===== config.mk =====
export PLATFORM = sky130hd
export DESIGN_NAME = isp_filter_select
export DESIGN_NICKNAME = d
export VERILOG_FILES = /design/src/rtl/isp_filter_select.sv
export SDC_FILE = /design/constraint.sdc
export NUM_CORES = 1
export LEC_CHECK = 0
export ABC_AREA = 1
export BUFFER_PORTS_ARGS = -buffer_cell sky130_fd_sc_hd__buf_2
export CORE_ASPECT_RATIO = 0.6
export CORE_MARGIN = 2
export CORE_UTILIZATION = 54
export CTS_BUF_LIST = sky130_fd_sc_hd__clkbuf_8
export CTS_CLUSTER_DIAMETER = 30
export CTS_CLUSTER_SIZE = 25
export DETAILED_ROUTE_END_ITERATION = 8
export HOLD_SLACK_MARGIN = 0.05
export PLACE_DENSITY = 0.95
export SLEW_MARGIN = 15
export SYNTH_ARGS = -nofsm -noshare
export SYNTH_HDL_FRONTEND = slang
export SYNTH_SLANG_ARGS = --single-unit

===== constraint.sdc =====
create_clock -name clk -period 2.9 [get_ports clk]
set_input_delay 0.29 -clock clk [delete_from_list [all_inputs] [get_ports clk]]
set_output_delay 0.29 -clock clk [all_outputs]
set_load 0.01 [all_outputs]

===== src/rtl/isp_filter_select.sv =====
// isp_filter_select: chooses one of NUM_IN filter outputs, together with that filter's own
// data-enable, and registers it for the next ISP stage. The mode is stepped up/down by
// debounced push-buttons. A new mode is applied only at a frame boundary, so frames never tear.
//
// Ports:
//   clk          pixel clock
//   reset        asynchronous active-low reset
//   en           stage enable; 0 forces the bypass input (0) and discards button presses
//   btn_up       raw asynchronous button, next mode
//   btn_down     raw asynchronous button, previous mode
//   frame_start  one-cycle pulse at pixel (0,0)
//   i_data       packed filter outputs, input k at [k*DATA_W +: DATA_W]
//   i_de         per-input data-enable
//   o_data       selected pixel (registered, zero when its data-enable is low)
//   o_de         selected data-enable (registered)
//   o_mode       currently applied mode
//   o_pending    high while the requested mode differs from the applied mode
module isp_filter_select #(
    parameter int unsigned DATA_W  = 12,
    parameter int unsigned NUM_IN  = 5,
    parameter int unsigned SEL_W   = $clog2(NUM_IN),
    parameter int unsigned DEB_CYC = 16
) (
    input  logic                     clk,
    input  logic                     reset,
    input  logic                     en,
    input  logic                     btn_up,
    input  logic                     btn_down,
    input  logic                     frame_start,
    input  logic [NUM_IN*DATA_W-1:0] i_data,
    input  logic [NUM_IN-1:0]        i_de,
    output logic [DATA_W-1:0]        o_data,
    output logic                     o_de,
    output logic [SEL_W-1:0]         o_mode,
    output logic                     o_pending
);

    localparam int unsigned CntW = $clog2(DEB_CYC);
    localparam logic [CntW-1:0] CntMax = CntW'(DEB_CYC - 1);
    localparam logic [SEL_W-1:0] ModeMax = SEL_W'(NUM_IN - 1);

    typedef enum logic [0:0] {StIdle, StPending} state_e;

    // Bit 0 is the up button, bit 1 the down button.
    logic [1:0]           btn_raw;
    logic [1:0]           sync1_q, sync2_q, stable_q;
    logic [1:0][CntW-1:0] cnt_q;
    logic [1:0]           press;

    logic [SEL_W-1:0]  req_q, req_d;
    logic [SEL_W-1:0]  mode_q, mode_d;
    logic              pending_q;
    state_e            state_q;
    logic              apply;
    logic [SEL_W-1:0]  sel;
    logic [DATA_W-1:0] pix;
    logic              pix_de;
    logic [DATA_W-1:0] data_q;
    logic              de_q;

    assign btn_raw = {btn_down, btn_up};

    // Synchroniser plus debounce: a sample that disagrees with the stable level advances the
    // counter, and any agreeing sample clears it, so only an unbroken run of DEB_CYC samples
    // moves the stable level.
    always_ff @(posedge clk or negedge reset) begin
        if (!reset) begin
            sync1_q  <= '0;
            sync2_q  <= '0;
            stable_q <= '0;
            cnt_q    <= '0;
        end else begin
            sync1_q <= btn_raw;
            sync2_q <= sync1_q;
            for (int b = 0; b < 2; b++) begin
                if (sync2_q[b] == stable_q[b]) begin
                    cnt_q[b] <= '0;
                end else if (cnt_q[b] == CntMax) begin
                    stable_q[b] <= sync2_q[b];
                    cnt_q[b]    <= '0;
                end else begin
                    cnt_q[b] <= cnt_q[b] + 1'b1;
                end
            end
        end
    end

    // Press fires in the cycle the stable level is about to rise, once per hold.
    always_comb begin
        press = '0;
        for (int b = 0; b < 2; b++) begin
            press[b] = sync2_q[b] && !stable_q[b] && (cnt_q[b] == CntMax);
        end
    end

    // Explicit wrap compares keep the index in range for non-power-of-2 NUM_IN.
    always_comb begin
        req_d = req_q;
        if (en && press[0] && !press[1]) begin
            req_d = (req_q == ModeMax) ? '0 : req_q + SEL_W'(1);
        end else if (en && press[1] && !press[0]) begin
            req_d = (req_q == '0) ? ModeMax : req_q - SEL_W'(1);
        end
    end

    // The mode about to be applied also steers the mux, so the pixel registered on the
    // frame_start edge already comes from the new filter.
    assign apply  = (state_q == StPending) && frame_start && en;
    assign mode_d = apply ? req_q : mode_q;
    assign sel    = en ? mode_d : '0;

    always_ff @(posedge clk or negedge reset) begin
        if (!reset) begin
            state_q   <= StIdle;
            req_q     <= '0;
            mode_q    <= '0;
            pending_q <= 1'b0;
        end else begin
            req_q <= req_d;
            case (state_q)
                StIdle: begin
                    if (req_q != mode_q) begin
                        state_q   <= StPending;
                        pending_q <= 1'b1;
                    end
                end
                StPending: begin
                    if (apply) begin
                        mode_q    <= req_q;
                        pending_q <= 1'b0;
                        state_q   <= StIdle;
                    end else if (req_q == mode_q) begin
                        pending_q <= 1'b0;
                        state_q   <= StIdle;
                    end
                end
                default: begin
                    state_q   <= StIdle;
                    pending_q <= 1'b0;
                end
            endcase
        end
    end

    always_comb begin
        pix    = '0;
        pix_de = 1'b0;
        for (int k = 0; k < int'(NUM_IN); k++) begin
            if (sel == SEL_W'(k)) begin
                pix    = i_data[k*DATA_W +: DATA_W];
                pix_de = i_de[k];
            end
        end
    end

    always_ff @(posedge clk or negedge reset) begin
        if (!reset) begin
            data_q <= '0;
            de_q   <= 1'b0;
        end else begin
            de_q   <= pix_de;
            data_q <= pix_de ? pix : '0;
        end
    end

    assign o_data    = data_q;
    assign o_de      = de_q;
    assign o_mode    = mode_q;
    assign o_pending = pending_q;

endmodule

---- Yosys cells after proc, flatten, opt, wreduce, memory -nomap -nowiden ----
Index checks and enable logic that the tools add are counted.
storage, ports and cells
  flip-flop bits (word level) ............. 35
  bits of input ports ..................... 71
  output and inout bits ................... 17
  logic and storage cells ................. 81
cells by class
  $add $sub $neg .......................... 4
  equal/unequal tests ..................... 13
  muxes and demuxes ....................... 29
  bitwise gates (word level) .............. 3
  reductions and logical operators ........ 20
operators by type and width
  operator               number
  $mux W12               6
  $mux W3                6
  $mux W4                4
  $mux W1                11
  $logic_and A1 B1 Y1    10
  $add A4 B1 Y4 const B  2
  $eq A4 B4 Y1 const B   2
  $eq A3 B2 Y1 const B   2
  $eq A3 B3 Y1 const B   2
  $logic_not A3 Y1       2
  $reduce_and A2 Y1      3
  $logic_not A1 Y1       4
  $pmux W1 S2            2
  $add A3 B1 Y3 const B  1
  $eq A3 B1 Y1 const B   1
  $eq A3 B3 Y1           1
  $ne A3 B1 Y1 const B   1
  $ne A3 B3 Y1           1
  $not A1 Y1             3
  $sub A3 B1 Y3 const B  1
  $eq A1 B1 Y1           2
  $ne A2 B2 Y1 const B   1
  $reduce_bool A2 Y1     1

---- Longest topological paths before layout ----
  word-level depth ........................ 11
  depth in mapped cells ................... 11
  mapped depth without buffers ............ 9

---- Worst setup path before layout ----
No wires, ideal clock.
  kind .................................... register to register
  from .................................... register cnt_q[4] (netlist bit)
  to ...................................... register req_q[1]
  library setup time ...................... 0.083 ns
  arrival ................................. 1.438 ns
  required time ........................... 2.817 ns
  path slack .............................. 1.379 ns
  stages on the path, launching flop included .. 9
  buffers on the path ..................... 0
  period minus slack after synthesis ...... 1.521 ns
  cells stage by stage .................... dfrtp_1 ha_1 nand3_1 nor2_1 nor3_1 inv_1 nand2_1 o211ai_1 o21ai_0
on the way
  word-level cells in the longest chain between the ends .. 5
  elaborated cells between the ends (all ways) .. 8
  those cells by class .................... eq/ne: 1; mux: 1; reduce/logical: 6
ends and longest elaborated chain
  what                                                            RTL line  text
  from (decl)                                                     47        logic [1:0][CntW-1:0] cnt_q;
  from (signal, indexed assignment)                               82        cnt_q[b] <= cnt_q[b] + 1'b1;
  $eq A4 B4 Y1 (*)                                                92        press[b] = sync2_q[b] && !stable_q[b] && (cnt_q[b] == CntMax);
  $logic_and A1 B1 Y1 (*)                                         92
  $logic_not A1 Y1 / $logic_and A1 B1 Y1 (equally long branches)  99, 101
  $logic_and A1 B1 Y1 (on tied branches)                          99, 101
  $mux W3 / $reduce_bool A2 Y1 (equally long branches)            -
  to (signal assigned)                                            119       req_q <= req_d;
  to (decl)                                                       50        logic [SEL_W-1:0] req_q, req_d;
Every way passes the cells marked *; elsewhere a longest branch is shown, timed or not.
A chain may end at the register's enable or synchronous reset.

---- Worst setup path after layout ----
  from .................................... register req_q[2]
  to ...................................... register data_q[7], in the netlist o_data[7]
on the way
  word-level cells in the longest chain between the ends .. 9
  elaborated cells between the ends (all ways) .. 18
  those cells by class .................... eq/ne: 4; mux: 13; reduce/logical: 1
ends and longest elaborated chain
  what                                                      RTL line  text
  $mux W3 (*)                                               -
  $mux W3 (*)                                               110       assign sel = en ? mode_d : '0;
  $logic_not A3 Y1                                          149       if (sel == SEL_W'(k)) begin
  $mux W12 / $mux W1 (equally long branches) (5 in series)  149
  $mux W12 (*)                                              162       data_q <= pix_de ? pix : '0;
  to (signal assigned)                                      162
  to (decl)                                                 58        logic [DATA_W-1:0] data_q;
Marks and branches as above.

==> key figures <==
CTS
  – Resized Gates After CTS: 0
  – Clk Latency, worst-skew pair: 290 ps
  – Root Driver: clkbuf_8
  – Post-CTS setup buffers: 0
  – CTS tree: built
  – Clock Sinks: 35
  – Hold buffers post-CTS: 0
  – H-tree lvl count: 2
  – CTS Buffer Depth: 2
  – Clock Pin Slew Worst Setup and Hold Paths: 70 ps
  – CTS Buf Count: 5

Worst setup path
  – Bufs and invs on worst path: 2
  – Crit path cell chain: inv_1 > nand4_1 > nand3_2 > nand2_2 > inv_2 > nand3_1 > nand4_1 > nor2_2 > nor2_1
  – Slowest CP cell: dfrtp_1
  – Slowest stage delay, CP: 460 ps
  – Worst setup EP type: flop
  – Worst Path Arrival: 2450 ps
  – CP required: 3060 ps
  – Crit-path leading delay family: simple AND/OR/NAND/NOR gates
  – Crit path top cell by count: nand4_1
  – Element type at the critical path start: flop
  – CP Max Fanout: 14
  – Critical path class: reg -> reg

Drt
  – Residual DRC count: 0
  – DRT iter0 DRCs: 206
  – Vias per cell: 5.581
  – Final ANT Viol Nets: 0
  – Drt wl/cell: 14.50 um
  – Via count: 2,400
  – Total Wirelength: 6.235 mm
  – TritonRoute pass-1 iters: 7

STA
  – Setup Skew: 7.768 ps
  – Post-route worst setup slack: 613.2 ps
  – Max Freq: 437.3 MHz
  – Least-Margin Pin Slew: 840.0 ps
  – Max_slew headroom: 43.70%
  – RSZ-0062 raised after global routing: false
  – WHS: 72.67 ps
  – Pins over their slew limit: 0
  – Min Tclk post-route: 2287 ps
  – Setup_tns: 0 ps
  – Final hold violations: 0
  – Final setup fails: 0
  – Period utilisation layout: 78.86%

Floorplan
  – Placement Rows: 17
  – Core box area: 3786 um2
  – Die Width: 86.37 um
  – IO Pins: 88
  – Die Y: 53.43 um
  – Die area: 4614 um2
  – Initial core utilization: 58.06%

Cells and area
  – Fin cells: 430
  – Ratio of cells with drive above 1 in the final layout: 28.20%
  – Area grow syn2layout: 22.88%
  – Finished Core Util: 71.35%
  – Nets: 461
  – Antenna fix cells: 0

Place
  – Setup Slack @ Placement: 703.5 ps
  – Port Buffer Count: 87
  – RD Place Congestion: 0.8852
  – Dpl cells: 422
  – Post-DP HPWL: 4.718 mm

Logic synthesis
  – Gate Count Post-Synth: 299
  – Syn. warnings: 0
  – Synth cell types: 27
  – Most common cell in the netlist: inv_1
  – Seq cells post-synth: 35
  – Top cells by area, synth: dfrtp_1 40%, inv_1 10%, nor2_1 7.9%
  – Number of flops mapped to enable cells by yosys: 0
  – Asr flop ratio synth: 100.0%
  – Synth area leader: dfrtp_1
  – Main flop type after synthesis: dfrtp_1
  – Syn avg cell area: 7.352 um2
  – Sequential fraction of the synthesis area: 39.84%
  – Post-synth top area share: 39.84%
  – Top post-synthesis cells by count: 59 x inv_1, 46 x nor2_1, 40 x nand2_1
  – Synth Net Count: 378
  – Post-Syn Area: 2198 um2

Global route
  – GR Overflow Total: 0
  – GRT Total Usage: 27.72%
  – First-pass GRT wire length: 9.584 mm
  – Largest net degree at the start of global routing: 36
  – Initial antenna violation count: 0
  – Vias in the first global route: 2,120

Power
  – Max VDD drop: 383.4 uV
  – Power Density: 624.1 nW/um2
  – P_leak: 1.583 nW

Worst hold path
  – Hold Crit Class: in -> async

Flow run
  – Max-cap violations: 0

Status
  – Status: completed
-- cells by family (layout without fill, tap and decap cells) --
group / Yosys count / after routing / synth area share (%)
simple gates: 148 / 148 / 32.16
xor+xnor: 6 / 6 / 2.390
mux: 1 / 1 / 0.4553
buf+inv: 73 / 157 / 13.89
fa+ha+maj: 8 / 8 / 4.553
compound gates: 28 / 28 / 6.716
flops: 35 / 35 / 39.84
-- report_power, final --
part	internal (mW)	switching (mW)	total, mW	leakage, nW
Clock	0.161	0.178	0.339	0.0505
Combinational	0.240	0.459	0.698	1.09
Sequential	0.583	0.0650	0.648	0.444
Total	0.985	0.701	1.69	1.58
-- stage by stage --
| stage | total power, mW | instance area [um2] |
|---|---|---|
| finish | 1.686 | 2701 |
| global route | 1.786 | 2701 |
| CTS | 1.665 | 2701 |
| detailed placement | 1.329 | 2620 |
| global placement | 1.299 | 2620 |
| floorplan | 1.112 | 2198 |
-- placed cells by master (no fill, tap or decap) --
cell      netlist  routed
xnor2_1         4       4
nand2_1        40      40
nand4_1        17      17
clkinv_2        0       1
nand3_4         2       2
nor2_2          1       1
nand3_1        33      33
ha_1            8       8
nor2_4          1       1
o22ai_1         1       1
nor2_1         46      46
clkbuf_8        0       5
o21ai_0        10      10
buf_2           4      87
a21oi_1        15      15
dfrtp_1        35      35
o211ai_1        1       1
mux2i_1         1       1
inv_1          59      61
nor3_1          1       1
nand3_2         2       2
o21ai_2         1       1
nand2_2         4       4
inv_2           3       3
xor2_1          2       2
nor3_2          1       1
-- worst paths after layout --
| check | startpoint | end | slack (ps) | depth (start not counted) |
|---|---|---|---|---|
| min reg2reg | sync1_q[0] | sync2_q[0] | 360 | 0 |
| max | req_q[2] | o_data[7] | 610 | 9 |
| max reg2reg | req_q[2] | o_data[7] | 610 | 9 |
| min in group clk | btn_up | sync1_q[0] | 110 | 1 |
| min | reset | o_data[4] | 70 | 1 |
| max in group asynchronous | reset | req_q[1] | 2330 | 1 |
-- flip-flops by register name, summed over array words and instances, names as in the netlist --
| register | flops |
|---|---|
| sync2_q | 2 |
| o_pending | 1 |
| req_q | 3 |
| state_q | 1 |
| cnt_q | 8 |
| o_de | 1 |
| o_mode | 3 |
| sync1_q | 2 |
| o_data | 12 |
| stable_q | 2 |
-- metal layers --
metal / vias up / share of wire [%] / global-route usage (%)
li1: 1109 / - / -
met1: 1070 / 41 / 37.23
met2: 194 / 45 / 44.49
met3: 27 / 12 / 6.240
met4: 0 / 2.6 / 9.896
met5: - / 0 / 0
-- final cells by class --
type / count / area [um2]
Clock buffer: 5 / 68.82
Timing Repair Buffer: 87 / 435.4
Inverter: 62 / 232.7
Multi-Input combinational cell: 191 / 1017
Tap cell: 47 / 58.81
Sequential cell: 35 / 875.8
Fill cell: 305 / 1085
Clock inverter: 3 / 12.51
-- worst reg2reg max path, delay by kind of cell, from the launching register on --
kind	cells	cell delay, ps
DFF	1	460
buffers and inverters	2	210
and+or+nand+nor	7	1490
Note: power is estimated with default switching activity, not from simulation.
